[src/rtl/bit_count_pkg.sv]
// Shared FSM state encoding and default sizing for the bit-count sequencer.
// Latency: n/a (types and constants only).
// Backpressure: n/a.
package bit_count_pkg;

    localparam int DEF_WIDTH     = 8;
    localparam int DEF_OUT_WIDTH = 4;
    localparam int DEF_DEPTH     = 4;
    localparam int DEF_TIMEOUT   = 2 * DEF_WIDTH + 4;

    typedef enum logic [1:0] {
        ST_IDLE    = 2'd0,
        ST_LAUNCH  = 2'd1,
        ST_RELEASE = 2'd2
    } state_t;

endpackage

[src/rtl/sync_fifo.sv]
// Small synchronous FIFO holding operands waiting for the bit counter.
// Latency: head visible the cycle after the first push; pop takes effect on the edge.
// Backpressure: full blocks push; simultaneous push and pop keep occupancy unchanged.
module sync_fifo #(
    parameter int WIDTH = 8,
    parameter int DEPTH = 4
) (
    input  logic             clk,
    input  logic             reset,
    input  logic             push,
    input  logic [WIDTH-1:0] push_data,
    input  logic             pop,
    output logic [WIDTH-1:0] head_data,
    output logic             full,
    output logic             empty
);

    localparam int AW = $clog2(DEPTH);
    localparam logic [AW:0] FULL_CNT = (AW + 1)'(DEPTH);

    logic [WIDTH-1:0] r_mem [DEPTH];
    logic [AW-1:0]    r_wr_ptr;
    logic [AW-1:0]    r_rd_ptr;
    logic [AW:0]      r_count;
    logic             w_do_push;
    logic             w_do_pop;

    assign full      = (r_count == FULL_CNT);
    assign empty     = (r_count == '0);
    assign head_data = r_mem[r_rd_ptr];
    assign w_do_push = push && !full;
    assign w_do_pop  = pop && !empty;

    // Storage write and pointer/occupancy tracking; pointers wrap naturally at DEPTH.
    always_ff @(posedge clk or posedge reset) begin
        if (reset) begin
            for (int i = 0; i < DEPTH; i++) begin
                r_mem[i] <= '0;
            end
            r_wr_ptr <= '0;
            r_rd_ptr <= '0;
            r_count  <= '0;
        end else begin
            if (w_do_push) begin
                r_mem[r_wr_ptr] <= push_data;
                r_wr_ptr        <= r_wr_ptr + 1'b1;
            end
            if (w_do_pop) begin
                r_rd_ptr <= r_rd_ptr + 1'b1;
            end
            if (w_do_push && !w_do_pop) begin
                r_count <= r_count + 1'b1;
            end else if (!w_do_push && w_do_pop) begin
                r_count <= r_count - 1'b1;
            end
        end
    end

endmodule

[src/rtl/bit_count_sequencer.sv]
// Feeds buffered operands to an external bit counter and captures its results.
// Latency: launch two cycles after push; result registered on the edge bc_done is seen.
// Backpressure: in_ready=!full; a held result stalls the FSM in LAUNCH with bc_start high.
module bit_count_sequencer
    import bit_count_pkg::*;
#(
    parameter int WIDTH     = DEF_WIDTH,
    parameter int OUT_WIDTH = DEF_OUT_WIDTH,
    parameter int DEPTH     = DEF_DEPTH,
    parameter int TIMEOUT   = 2 * WIDTH + 4
) (
    input  logic                 clk,
    input  logic                 reset,
    input  logic [WIDTH-1:0]     in_data,
    input  logic                 in_valid,
    output logic                 in_ready,
    output logic [WIDTH-1:0]     bc_in,
    output logic                 bc_start,
    input  logic [OUT_WIDTH-1:0] bc_count,
    input  logic                 bc_done,
    output logic [WIDTH-1:0]     out_data,
    output logic [OUT_WIDTH-1:0] out_count,
    output logic                 out_valid,
    input  logic                 out_ready,
    output logic                 busy,
    output logic                 err
);

    localparam int TMO_W = $clog2(TIMEOUT + 1);
    localparam logic [TMO_W-1:0] TMO_LAST = TMO_W'(TIMEOUT - 1);

    state_t                r_state;
    state_t                w_state_nxt;
    logic                  w_fifo_full;
    logic                  w_fifo_empty;
    logic [WIDTH-1:0]      w_fifo_head;
    logic                  w_push;
    logic                  w_pop;
    logic                  w_capture;
    logic                  w_timeout;
    logic [TMO_W-1:0]      r_tmo_cnt;
    logic                  r_out_valid;
    logic [WIDTH-1:0]      r_out_data;
    logic [OUT_WIDTH-1:0]  r_out_count;
    logic                  r_err;

    // Ready is purely !full so upstream never sees a combinational path from the pop.
    assign in_ready = !w_fifo_full;
    assign w_push   = in_valid && !w_fifo_full;

    sync_fifo #(
        .WIDTH (WIDTH),
        .DEPTH (DEPTH)
    ) u_fifo (
        .clk       (clk),
        .reset     (reset),
        .push      (w_push),
        .push_data (in_data),
        .pop       (w_pop),
        .head_data (w_fifo_head),
        .full      (w_fifo_full),
        .empty     (w_fifo_empty)
    );

    // The head only moves on pop, which only happens when leaving LAUNCH.
    assign bc_in     = w_fifo_head;
    assign bc_start  = (r_state == ST_LAUNCH);
    assign busy      = (r_state != ST_IDLE);
    assign out_valid = r_out_valid;
    assign out_data  = r_out_data;
    assign out_count = r_out_count;
    assign err       = r_err;

    // FSM state register.
    always_ff @(posedge clk or posedge reset) begin
        if (reset) begin
            r_state <= ST_IDLE;
        end else begin
            r_state <= w_state_nxt;
        end
    end

    // Next-state, capture and pop decisions.
    always_comb begin
        w_state_nxt = r_state;
        w_capture   = 1'b0;
        w_timeout   = 1'b0;
        w_pop       = 1'b0;
        case (r_state)
            ST_IDLE: begin
                // Wait for the counter to drop a stale done before relaunching.
                if (!w_fifo_empty && !bc_done) begin
                    w_state_nxt = ST_LAUNCH;
                end
            end
            ST_LAUNCH: begin
                if (bc_done) begin
                    // With the result slot full and not draining, stay put; the counter holds.
                    if (!r_out_valid || out_ready) begin
                        w_capture   = 1'b1;
                        w_pop       = 1'b1;
                        w_state_nxt = ST_RELEASE;
                    end
                end else if (r_tmo_cnt == TMO_LAST) begin
                    w_timeout   = 1'b1;
                    w_pop       = 1'b1;
                    w_state_nxt = ST_RELEASE;
                end
            end
            ST_RELEASE: begin
                if (!bc_done) begin
                    w_state_nxt = ST_IDLE;
                end
            end
            default: begin
                w_state_nxt = ST_IDLE;
            end
        endcase
    end

    // Count LAUNCH cycles spent waiting on the counter; cleared outside LAUNCH.
    always_ff @(posedge clk or posedge reset) begin
        if (reset) begin
            r_tmo_cnt <= '0;
        end else if (r_state != ST_LAUNCH) begin
            r_tmo_cnt <= '0;
        end else if (!bc_done) begin
            r_tmo_cnt <= r_tmo_cnt + 1'b1;
        end
    end

    // Result register: a capture wins over a same-edge drain.
    always_ff @(posedge clk or posedge reset) begin
        if (reset) begin
            r_out_valid <= 1'b0;
            r_out_data  <= '0;
            r_out_count <= '0;
        end else if (w_capture) begin
            r_out_valid <= 1'b1;
            r_out_data  <= bc_in;
            r_out_count <= bc_count;
        end else if (out_ready) begin
            r_out_valid <= 1'b0;
        end
    end

    // Sticky timeout flag, cleared only by reset.
    always_ff @(posedge clk or posedge reset) begin
        if (reset) begin
            r_err <= 1'b0;
        end else if (w_timeout) begin
            r_err <= 1'b1;
        end
    end

endmodule
[config.mk]
export PLATFORM = sky130hd
export DESIGN_NAME = bit_count_sequencer
export DESIGN_NICKNAME = d
export VERILOG_FILES = /design/src/rtl/bit_count_pkg.sv /design/src/rtl/sync_fifo.sv /design/src/rtl/bit_count_sequencer.sv
export SDC_FILE = /design/constraint.sdc
export NUM_CORES = 1
export LEC_CHECK = 0
export CAP_MARGIN = 10
export CORE_ASPECT_RATIO = 1.2
export CORE_MARGIN = 5
export CORE_UTILIZATION = 45
export DETAILED_ROUTE_END_ITERATION = 16
export DONT_BUFFER_PORTS = 1
export SETUP_SLACK_MARGIN = 0.2
export SYNTH_ARGS = -nofsm -noshare
export SYNTH_HDL_FRONTEND = slang
export SYNTH_SLANG_ARGS = --single-unit
[constraint.sdc]
create_clock -name clk -period 4.7 [get_ports clk]
set_clock_uncertainty 0.1 [all_clocks]
set_input_delay 0.235 -clock clk [delete_from_list [all_inputs] [get_ports clk]]
set_output_delay 0.235 -clock clk [all_outputs]
set_load 0.05 [all_outputs]
==> results.md <==
* First-pass DRT Iterations at 4
* Crit-path cells: nor2_1, a21boi_2, ha_1, inv_1, fa_1, xor2_1, nor2_1, xor2_1
* Die ar. at 8170 um2
* Buffers on Ports at 0
* Die X at 83.3 um
* Crit end category: register
* Final WL at 5.27 mm
* Fmax achieved at 369 MHz
* Worst path bufs/invs at 1
* Worst EP required at 4.85 ns
* CTS H-tree lvls at 3
* Total track usage at 0.141
* Fill cell count at 526
* Routed vias at 1,486
* Ant diodes at 0
* Clock tree buffer depth at 2
* Vias in the first global route at 1,675
* Worst-Margin Slew at 1.05 ns
* Minimum clock period at 2.71 ns
* Clk Latency, worst-skew pair at 0.33 ns
* Crit Path Class: register to register
* Post-CTS Setup Bufs at 0
* CP startpoint kind: register
* Final number of setup-violating endpoints at 0
* Top delay family on crit path: compound AO/OA/AOI/OAI gates
* Outcome: finished clean
* Starting density of the core at 0.456
* Worst Hold Class: input pin to register
* # IOs at 42
* Post-Synthesis Cells at 179
* CP Capture Point: u_fifo.r_count[2]
* Final Slew Violations at 0
* GR Overflow Total at 0
* CTS Buf Count at 9
* Crit-path max cell delay at 0.79 ns
* CP max stage cell: a21boi_2
* Drt wl/cell at 18.2 um
* R2R cell count at 8
* Largest net degree at the start of global routing at 47
* Worst path depth at 8
* Syn Area/Cell at 16.2 um2
* Row count at 32
* Hold Vio Cnt, Final at 0
* Initial DRC count at 70
* Worst r2r src: u_fifo.r_count[0]
* Clk root buf: clkbuf_8
* Max Cap Viol at 0
* Final nets at 223
* Synth Net Count at 203
* DRC Markers at 0
* CTS tree: done
* Layout area overhead at 12.8%
* FF+latch count, synth at 60
* RSZ-0062 raised after global routing: false
* Final RePlAce weighted congestion at 0.733
* Register area share after synthesis at 0.517
* Reg-to-reg slack, setup at 1.99 ns
* Worst setup path startpoint: u_fifo.r_count[0]
* Critical Path Fanout Max at 8
* First-pass GRT wire length at 8.93 mm
* Synthesized area at 2900 um2
* Drt via density at 5.14
* Synth warn at 0
* Clock transition at the registers of the reported paths at 0.07 ns
* Core area at 6370 um2
* Tcrit/Tclk final at 0.577
* RR Endpoint: u_fifo.r_count[2]
* Initial antenna violation count at 0
* DPL Wire Length at 3.56 mm
* Layout cells sized above 1 at 0.407
* Sink Count at 60
* WP data arrival at 2.87 ns
* Resized cells post-CTS at 0
* Worst slew margin at 0.296
* Chip height at 98 um
* Post-synth cell types at 31
* Hold buffer count at cts at 14
* Routed Antenna Nets at 0
* Final TNS setup at 0 ns
[per-layer routing]
metal,wire [um],global-route usage,share of wire,vias up
met3,332,0.0464,0.063,7
met5,0,0,0,-
met2,2600,0.222,0.49,35
met4,72,0.0642,0.014,0
li1,-,-,-,668
met1,2270,0.176,0.43,776
[cells in the mapped netlist]
library cell  number  share of area
mux2_2             4          0.016
nor3_1             2         0.0034
a21oi_1            1         0.0017
nor2_1             8          0.010
mux2i_1            1         0.0034
clkinv_2           1         0.0017
inv_1              5         0.0065
a21boi_2           1         0.0039
nand3_1            2         0.0034
clkbuf_1           1         0.0013
nor3b_2            1         0.0043
or3_4              1         0.0039
nand2_8            4          0.028
fa_1               1         0.0069
or2_2              1         0.0022
nor2b_4            1         0.0047
buf_6              5          0.019
o21ai_0            1         0.0017
nand2_1            5         0.0065
nand2b_1           3         0.0065
nand3_4            1         0.0060
o211ai_1           1         0.0026
xnor2_1            4          0.012
xor2_1             6          0.018
nand4b_1           1         0.0030
a22oi_2            1         0.0043
nor4_1             1         0.0022
mux2_4            41           0.21
dfrtp_1           60           0.52
ha_1               6          0.026
mux4_2             8          0.062
[state kept, by name, summed over array words and instances (netlist names)]
register         cells
err                  1
out_data             8
r_state              2
u_fifo.r_mem        32
u_fifo.r_rd_ptr      2
out_valid            1
out_count            4
u_fifo.r_count       3
u_fifo.r_wr_ptr      2
r_tmo_cnt            5
[cells by family (layout without fill, tap and decap cells)]
| kind of cell | after synthesis | after routing | share of synthesized area |
|---|---|---|---|
| DFF | 60 | 60 | 0.517 |
| adders and majority gates | 7 | 7 | 0.0327 |
| and+or+nand+nor | 31 | 31 | 0.0840 |
| muxes | 54 | 54 | 0.293 |
| buffers and inverters | 12 | 37 | 0.0289 |
| xor gates and xnor gates | 10 | 10 | 0.0302 |
| AOI/OAI and AO/OA | 5 | 5 | 0.0142 |
[layout make-up]
class	count	area [um2]	area share
flip-flops and latches	60	1500	0.459
clock buffers	9	124	0.0378
well taps	85	106	0.0325
repair buffers	15	148	0.0451
inverters	6	23.8	0.00726
clock inverters	7	52.6	0.0160
multi-input cells	107	1320	0.403
[tightest hold or removal path, delay by kind of cell]
| kind | cells | cell delay (ns) |
|---|---|---|
| AOI/OAI and AO/OA | 1 | 0.11 |
| and+or+nand+nor | 2 | 0.08 |
[worst min-delay path by stage]
stage / from / endpoint / slack (ns) / depth (start not counted)
final: bc_done / r_state[0] / 0.03 / 3
after global routing: bc_done / r_state[0] / 0.06 / 3
after CTS: bc_done / r_state[0] / 0.02 / 3
after detailed placement: reset / out_valid / -0.004 / 1
after global placement: reset / out_valid / -0.01 / 1
after floorplan: bc_count[0] / out_count[0] / 0.28 / 1
[metrics by stage]
| stage | utilization | std cells | hold WS, ns | area, um2 | setup WS, ns |
|---|---|---|---|---|---|
| after floorplan | - | 179 | 0.284 | 2900 | 2.27 |
| after global placement | 0.465 | 259 | -0.0118 | 2960 | 2.10 |
| after detailed placement | 0.465 | 259 | -0.00403 | 2960 | 1.98 |
| after CTS | 0.514 | 289 | 0.0241 | 3270 | 1.97 |
| after global routing | 0.514 | 289 | 0.0574 | 3270 | 1.83 |
| final | 0.514 | 289 | 0.0303 | 3270 | 1.99 |
[layout by cell type (no fill, tap or decap), types with 2 or more instances in the layout]
cell type	n
dfrtp_1	60
mux4_2	8
clkbuf_8	9
mux2_4	41
mux2_2	4
nor3_1	2
clkinv_2	3
dlygate4sd3_1	14
nand2_1	5
nand2_8	4
xor2_1	6
xnor2_1	4
clkinv_4	3
nand3_1	2
nor2_1	8
nand2b_1	3
inv_1	4
ha_1	6
Power is left out: the tool's default activity adds up to more than one toggle a clock period on the data nets, which glitch-free logic cannot reach.
